### config.mk
export PLATFORM = sky130hd
export DESIGN_NAME = load_store_unit
export DESIGN_NICKNAME = d
export VERILOG_FILES = /design/src/rtl/lsu_pkg.sv /design/src/rtl/lsu_load_align.sv /design/src/rtl/load_store_unit.sv
export SDC_FILE = /design/constraint.sdc
export NUM_CORES = 1
export LEC_CHECK = 0
export BUFFER_PORTS_ARGS = -buffer_cell sky130_fd_sc_hd__buf_2
export CAP_MARGIN = 20
export CORE_MARGIN = 3
export CORE_UTILIZATION = 50
export CTS_BUF_LIST = sky130_fd_sc_hd__clkbuf_16
export CTS_CLUSTER_SIZE = 12
export DETAILED_ROUTE_END_ITERATION = 6
export PLACE_DENSITY = 0.91
export SYNTH_ARGS = -nofsm -noshare
export SYNTH_HDL_FRONTEND = slang
export SYNTH_SLANG_ARGS = --single-unit
export TNS_END_PERCENT = 10
### constraint.sdc
create_clock -name clk -period 2.8 [get_ports clk]
set_input_delay 0.42 -clock clk [delete_from_list [all_inputs] [get_ports clk]]
set_output_delay 0.42 -clock clk [all_outputs]
set_load 0.01 [all_outputs]
### src/rtl/lsu_pkg.sv
// Shared definitions for the load/store unit: opcodes, FSM state encoding and alignment helpers.
package lsu_pkg;

    localparam int LSU_WIDTH = 32;

    localparam logic [2:0] OP_LB  = 3'd0;
    localparam logic [2:0] OP_LH  = 3'd1;
    localparam logic [2:0] OP_LW  = 3'd2;
    localparam logic [2:0] OP_LBU = 3'd3;
    localparam logic [2:0] OP_LHU = 3'd4;
    localparam logic [2:0] OP_SB  = 3'd5;
    localparam logic [2:0] OP_SH  = 3'd6;
    localparam logic [2:0] OP_SW  = 3'd7;

    localparam logic [1:0] ST_IDLE = 2'd0;
    localparam logic [1:0] ST_REQ  = 2'd1;
    localparam logic [1:0] ST_DONE = 2'd2;

    function automatic logic is_store(input logic [2:0] op);
        return op >= OP_SB;
    endfunction

    // offset[1] is the least significant address bit (big-endian bit numbering)
    function automatic logic is_misaligned(input logic [2:0] op, input logic [0:1] offset);
        case (op)
            OP_LH, OP_LHU, OP_SH: return offset[1];
            OP_LW, OP_SW:         return |offset;
            default:              return 1'b0;
        endcase
    endfunction

endpackage

### src/rtl/lsu_load_align.sv
// Picks the addressed byte/halfword lane out of a big-endian read word and sign/zero extends it.
module lsu_load_align
    import lsu_pkg::*;
(
    input  logic [2:0]  mem_op,
    input  logic [0:1]  offset,
    input  logic [0:31] rdata,
    output logic [0:31] result
);

    logic [0:7]  lane_byte;
    logic [0:15] lane_half;

    always_comb begin
        case (offset)
            2'd0:    lane_byte = rdata[0:7];
            2'd1:    lane_byte = rdata[8:15];
            2'd2:    lane_byte = rdata[16:23];
            default: lane_byte = rdata[24:31];
        endcase
        lane_half = offset[0] ? rdata[16:31] : rdata[0:15];

        case (mem_op)
            OP_LB:   result = {{24{lane_byte[0]}}, lane_byte};
            OP_LBU:  result = {24'd0, lane_byte};
            OP_LH:   result = {{16{lane_half[0]}}, lane_half};
            OP_LHU:  result = {16'd0, lane_half};
            default: result = rdata;
        endcase
    end

endmodule

### src/rtl/load_store_unit.sv
// Multi-cycle load/store stage with req/ack data-memory handshake and processor stall.
// Define LSU_MISALIGN_CHECK_EN to trap misaligned halfword/word accesses without touching memory.
module load_store_unit
    import lsu_pkg::*;
#(
    parameter int WIDTH = LSU_WIDTH
) (
    input  logic             clk,
    input  logic             reset,
    input  logic             start,
    input  logic [2:0]       memOp,
    input  logic [0:WIDTH-1] addr,
    input  logic [0:WIDTH-1] storeData,
    output logic [0:WIDTH-1] loadData,
    output logic             done,
    output logic             stall,
    output logic             misalign,
    output logic             dmemReq,
    output logic             dmemWe,
    output logic [0:WIDTH-1] dmemAddr,
    output logic [0:WIDTH-1] dmemWdata,
    output logic [0:3]       dmemByteEn,
    input  logic [0:WIDTH-1] dmemRdata,
    input  logic             dmemAck
);

    logic [1:0]       state;
    logic [2:0]       op_q;
    logic [0:WIDTH-1] addr_q;
    logic [0:WIDTH-1] data_q;
    logic [0:WIDTH-1] load_q;
    logic [0:WIDTH-1] aligned;
    logic             mis_q;
    logic             mis_now;
    logic             req_active;

`ifdef LSU_MISALIGN_CHECK_EN
    assign mis_now = is_misaligned(memOp, addr[WIDTH-2:WIDTH-1]);
`else
    assign mis_now = 1'b0;
`endif

    lsu_load_align u_align (
        .mem_op (op_q),
        .offset (addr_q[WIDTH-2:WIDTH-1]),
        .rdata  (dmemRdata),
        .result (aligned)
    );

    // Operands are captured once in IDLE so the request stays stable however long memory takes
    always_ff @(posedge clk or negedge reset) begin
        if (!reset) begin
            state  <= ST_IDLE;
            op_q   <= '0;
            addr_q <= '0;
            data_q <= '0;
            load_q <= '0;
            mis_q  <= 1'b0;
        end else begin
            case (state)
                ST_IDLE: begin
                    if (start) begin
                        op_q   <= memOp;
                        addr_q <= addr;
                        data_q <= storeData;
                        mis_q  <= mis_now;
                        state  <= mis_now ? ST_DONE : ST_REQ;
                    end
                end
                ST_REQ: begin
                    if (dmemAck) begin
                        state <= ST_DONE;
                        if (!is_store(op_q)) begin
                            load_q <= aligned;
                        end
                    end
                end
                default: state <= ST_IDLE;
            endcase
        end
    end

    assign req_active = (state == ST_REQ);

    // Request bus is zero outside REQ so idle and reset present a quiet interface
    always_comb begin
        dmemAddr   = '0;
        dmemWe     = 1'b0;
        dmemWdata  = '0;
        dmemByteEn = '0;
        if (req_active) begin
            dmemAddr = {addr_q[0:WIDTH-3], 2'b00};
            dmemWe   = is_store(op_q);
            case (op_q)
                OP_SB: begin
                    dmemWdata  = {4{data_q[24:31]}};
                    dmemByteEn = 4'b1000 >> addr_q[WIDTH-2:WIDTH-1];
                end
                OP_SH: begin
                    dmemWdata  = {2{data_q[16:31]}};
                    dmemByteEn = addr_q[WIDTH-2] ? 4'b0011 : 4'b1100;
                end
                OP_SW: begin
                    dmemWdata  = data_q;
                    dmemByteEn = 4'b1111;
                end
                default: begin
                    dmemWdata  = '0;
                    dmemByteEn = 4'b1111;
                end
            endcase
        end
    end

    assign dmemReq  = req_active;
    assign done     = (state == ST_DONE);
    assign misalign = done & mis_q;
    assign stall    = reset & (((state == ST_IDLE) & start) | req_active);
    assign loadData = load_q;

endmodule

# After elaboration in Yosys (flattened, before gate mapping)
# Cells that the tools add are included.
# W data, S select, Z words.
[word_totals]
word_cells = 42
ff_bits = 101
[op_classes]
n_eq_ne = 12
n_bitwise = 4
mux = 13
n_reduce_logical = 6
shift = 1
n_lt_le_gt_ge = 1
[op_table]
columns = ["operator", "count"]
rows = [
  ["$pmux W32 S4", 1],
  ["$pmux W32 S3", 1],
  ["$mux W32", 2],
  ["$pmux W8 S3", 1],
  ["$mux W16", 1],
  ["$eq A3 B3 Y1 const B", 4],
  ["$mux W4", 2],
  ["$pmux W4 S2", 1],
  ["$eq A2 B1 Y1 const B", 2],
  ["$eq A2 B2 Y1 const B", 2],
  ["$logic_not A2 Y1", 2],
  ["$mux W2", 2],
  ["$ne A2 B2 Y1 const B", 2],
  ["$pmux W2 S2", 1],
  ["$reduce_and A2 Y1", 2],
  ["$shr A4 B2 Y4 const A", 1],
  ["$eq A3 B1 Y1 const B", 1],
  ["$eq A3 B2 Y1 const B", 1],
  ["$ge A3 B3 Y1 const B", 1],
  ["$logic_not A3 Y1", 1],
  ["$reduce_and A3 Y1", 1],
  ["$and A1 B1 Y1", 2],
  ["$mux W1", 1],
  ["$not A1 Y1", 1],
  ["$or A1 B1 Y1", 1],
]

# Logic depth before layout (Yosys ltp)
[logic_depth]
word_depth = 4
mapped_depth = 7
depth_no_buf = 5

# Modules after synthesis
# A second synthesis with hierarchy kept.
[hier_totals]
cells_unflattened = 521
hier_area_um2 = 5749.3
[modules_own_cells]
columns = ["module", "cells_each", "area_each_um2", "n_inst"]
rows = [
  ["load_store_unit", 360, 4695.8, 1],
  ["lsu_load_align", 161, 1053.5, 1],
]

# Worst setup path after synthesis
# No wires, ideal clock.
[synth_timing]
path_kind = "reg2out"
start = "register state[1]"
end = "output port dmemWdata[24] (netlist name)"
path_stages_with_launch = 6
setup_slack_ps = 950
t_required_ps = 2380
arrival_ps = 1430
path_cell_list = "dfrtp_1 nand2b_1 inv_2 nand2_1 nor2_1 and2_1"
[synth_between]
elab_chain_len = 2
[synth_rtl]
columns = ["item", "line_no", "rtl"]
rows = [
  ["start: declaration", "load_store_unit.sv:27", "logic [1:0] state;"],
  ["start signal: assignment", "load_store_unit.sv:67", "state <= mis_now ? ST_DONE : ST_REQ;"],
  ["$eq A2 B1 Y1", "load_store_unit.sv:83", "assign req_active = (state == ST_REQ);"],
  ["$mux W32", "load_store_unit.sv:91", "if (req_active) begin"],
  ["end: declaration", "load_store_unit.sv:21", "output logic [0:WIDTH-1] dmemWdata,"],
]
# Every way passes these cells.

# Final worst setup path
[layout_timing]
start = "register op_q[1]"
end = "output port dmemWdata[20] (netlist name)"
[layout_between]
elab_chain_len = 3
word_cells_on_any_way = 5
cone_classes = "3 x eq/ne; 2 x mux"
[layout_rtl]
columns = ["item", "line_no", "rtl"]
rows = [
  ["start: declaration", "load_store_unit.sv:28", "logic [2:0] op_q;"],
  ["start signal: assignment", "load_store_unit.sv:63", "op_q <= memOp;"],
  ["$eq A3 B3 Y1", "load_store_unit.sv:94", "case (op_q)"],
  ["$pmux W32 S3 (*)", "load_store_unit.sv:94", ""],
  ["$mux W32 (*)", "load_store_unit.sv:91", ""],
]
# Mark *: on every way between the ends. The rest lies on a longest branch, timed or not.

==> results.md <==
* Status: finished, final reports clean
* YS warnings at 0
* R2r endpoint: loadData[16]
* PD cells at 1070 nW/um^2
* Total Power at 7.34 mW
* Worst reg2reg path depth at 4
* Postcts setup bufs at 0
* Worst setup margin at 0.298 ns
* Worst Skew at 0.00816 ns
* Mapped Avg Cell Area at 10.6 um^2
* Netlist cell types at 41
* DP Cell Count at 830
* Slowest cell delay on critical path at 0.59 ns
* CP arrival at 2.08 ns
* Fin util at 65.5%
* Syn Inst Count at 516
* Vias in the first global route at 5062
* Met2 Use GR at 40.1%
* Row Count at 37
* Max Transition Viols Final at 0
* Via/cell ratio at 5.71
* Via count at 4838
* Hold_buf cts at 0
* Final worst-path cycle share at 89.4%
* Cell Chain, Critical Path: nor2b_1 > buf_4 > nand2_1 > a21oi_1 > buf_2
* CTS root buf: clkbuf_16
* Number of max-cap violations at 0
* Synth Register Bits at 101
* Clock tree from TritonCTS: built
* Final critical path time including I/O delays and setup at 2.50 ns
* Worst-path maximum fanout at 10
* 1st-pass router iterations at 6
* Chip width at 111 um
* Synth top area share at 46.0%
* Initial drt markers at 371
* Fin Hold WS at 0.190 ns
* All-Layer GR Usage at 24.8%
* M3 GR Usage at 5.68%
* Slew margin rel. at 42.2%
* Ranking of synthesized cells by area: dfrtp_1 46%, mux2_2 18%, nand2_1 4.9%
* Clock Sinks at 101
* Setup TNS at 0 ns
* WL/cell at 18.1 um
* Layout Nets at 808
* Share of cells above drive strength 1 at 48.2%
* Initial Util at 52.2%
* Initial antenna violation count at 0
* Static Leak at 3.28 nW
* Max H-tree Level at 3
* Crit path kind: reg2out
* DP HPWL at 11400 um
* Largest net degree at the start of global routing at 64
* Core Box Area at 10500 um^2
* # DRC at 0
* Final instance area at 6880 um^2
* Drt total wl at 15300 um
* Final hold violations at 0
* Die height at 111 um
* ANT nets after route at 0
* Worst slew pin tran at 0.866 ns
* Reg clk slew, reported paths at 0.07 ns
* Place WS at 0.666 ns
* Crit start category: flip-flop
* Seq/Total Area, Yosys at 46.0%
* Critical path's slowest cell: nor2b_1
* Clk buf depth at 2
* CTS buffer count at 9
* HP Class: in2async
* Fmax at 0.400 GHz
* Area added between synthesis and finish at 25.3%
* Die area at 12300 um^2
* Post-DP Area at 6570 um^2
* First-pass GRT wire length at 24900 um
* Area leader, netlist: dfrtp_1
* GRT busiest layer: met2
* IO Port Bufs at 204
* # IOs at 208
* Reg2reg start: addr_q[30]
* RePlAce Congestion at 0.959
* Bufs and invs on worst path at 2
* Unrepaired setup endpoints after global routing: no
* Final Setup Violations at 0
* Setup slack, reg-to-reg at 0.67 ns
* GR Layer Usage met1 at 31.2%
* Grt total ovfl at 0
* Post-synthesis instance area at 5490 um^2
* Max VDD drop at 0.449 mV
* CP required at 2.38 ns
* CP Depth at 5
* Post-CTS Resized at 0
* Worst-Skew Late Latency at 0.35 ns
* Layout Cells excl Fill at 847
* Crit end category: primary output
* Cell family contributing the most delay on the critical path: simple AND/OR/NAND/NOR gates
metal layers:
metal / vias to the layer above / part of all wire, %
met5: - / 0
met4: 0 / 3.7
met3: 50 / 8.3
met2: 264 / 48
met1: 2343 / 40
li1: 2181 / -
worst reg2reg max path, delay by kind of cell (launching register included):
family             cells  cell delay, ns
AOI/OAI and AO/OA      3            0.71
DFF                    1            0.91
muxes                  1            0.40
flip-flops by register name, indices dropped and copies added (netlist names):
name      count
state         2
data_q       32
loadData     32
addr_q       32
op_q          3
layout make-up:
class | instances | area, um^2
Fill cell | 834 | 3630
Multi-Input combinational cell | 374 | 2740
Sequential cell | 101 | 2530
Timing Repair Buffer | 215 | 1120
Clock buffer | 9 | 225
Tap cell | 136 | 170
Clock inverter | 7 | 80.1
Inverter | 4 | 15.0
Antenna cell | 1 | 2.50
cells in the mapped netlist (all sizes together):
master	number
nor3b	2
and3	1
xnor2	1
inv	4
a211oi	8
mux2	90
and2	39
nor3	8
o21ai	12
o221ai	2
o211a	1
dfrtp	101
nand2b	3
conb	1
or3b	1
nor2	37
xor2	1
o31ai	6
nor2b	3
a2bb2oi	8
o31a	1
a21oi	48
o22ai	2
nor4b	1
o32a	6
o21bai	1
mux4	8
clkbuf	13
a32oi	1
nand2	71
mux2i	8
nand3	1
buf	26
cell families after synthesis:
family / Yosys count / share of synthesized area (%)
multiplexers: 106 / 23.3
other: 1 / 0.0683
XOR/XNOR: 2 / 0.456
flip-flops: 101 / 46.0
AO/OA/AOI/OAI: 96 / 11.8
AND/OR/NAND/NOR: 167 / 14.1
buffers and inverters: 43 / 4.26
where the power goes:
part,internal [mW],switching [mW]
logic,1.63,1.80
clock network,0.707,0.591
registers,2.12,0.493
total,4.46,2.89
layout by cell type (no fill, tap or decap), types with 9 or more instances in the layout:
cell	Yosys	final
a21oi_2	10	10
buf_4	9	11
nor2_1	37	37
dfrtp_1	101	101
o21ai_0	11	11
clkbuf_16	0	9
buf_2	13	203
and2_1	39	39
a21oi_1	38	38
mux2_2	90	90
nand2_1	71	71
worst max path at each step:
stage	startpoint	endpoint	slack [ns]
after global routing	state[1]	dmemWdata[31]	0.12
after CTS	state[1]	dmemWdata[31]	0.28
after global placement	addr_q[30]	loadData[17]	0.73
final	op_q[1]	dmemWdata[20]	0.30
after detailed placement	state[1]	dmemWdata[31]	0.67
after floorplan	state[1]	dmemWdata[24]	0.95
No activity file was read; power rests on OpenSTA's default activity.
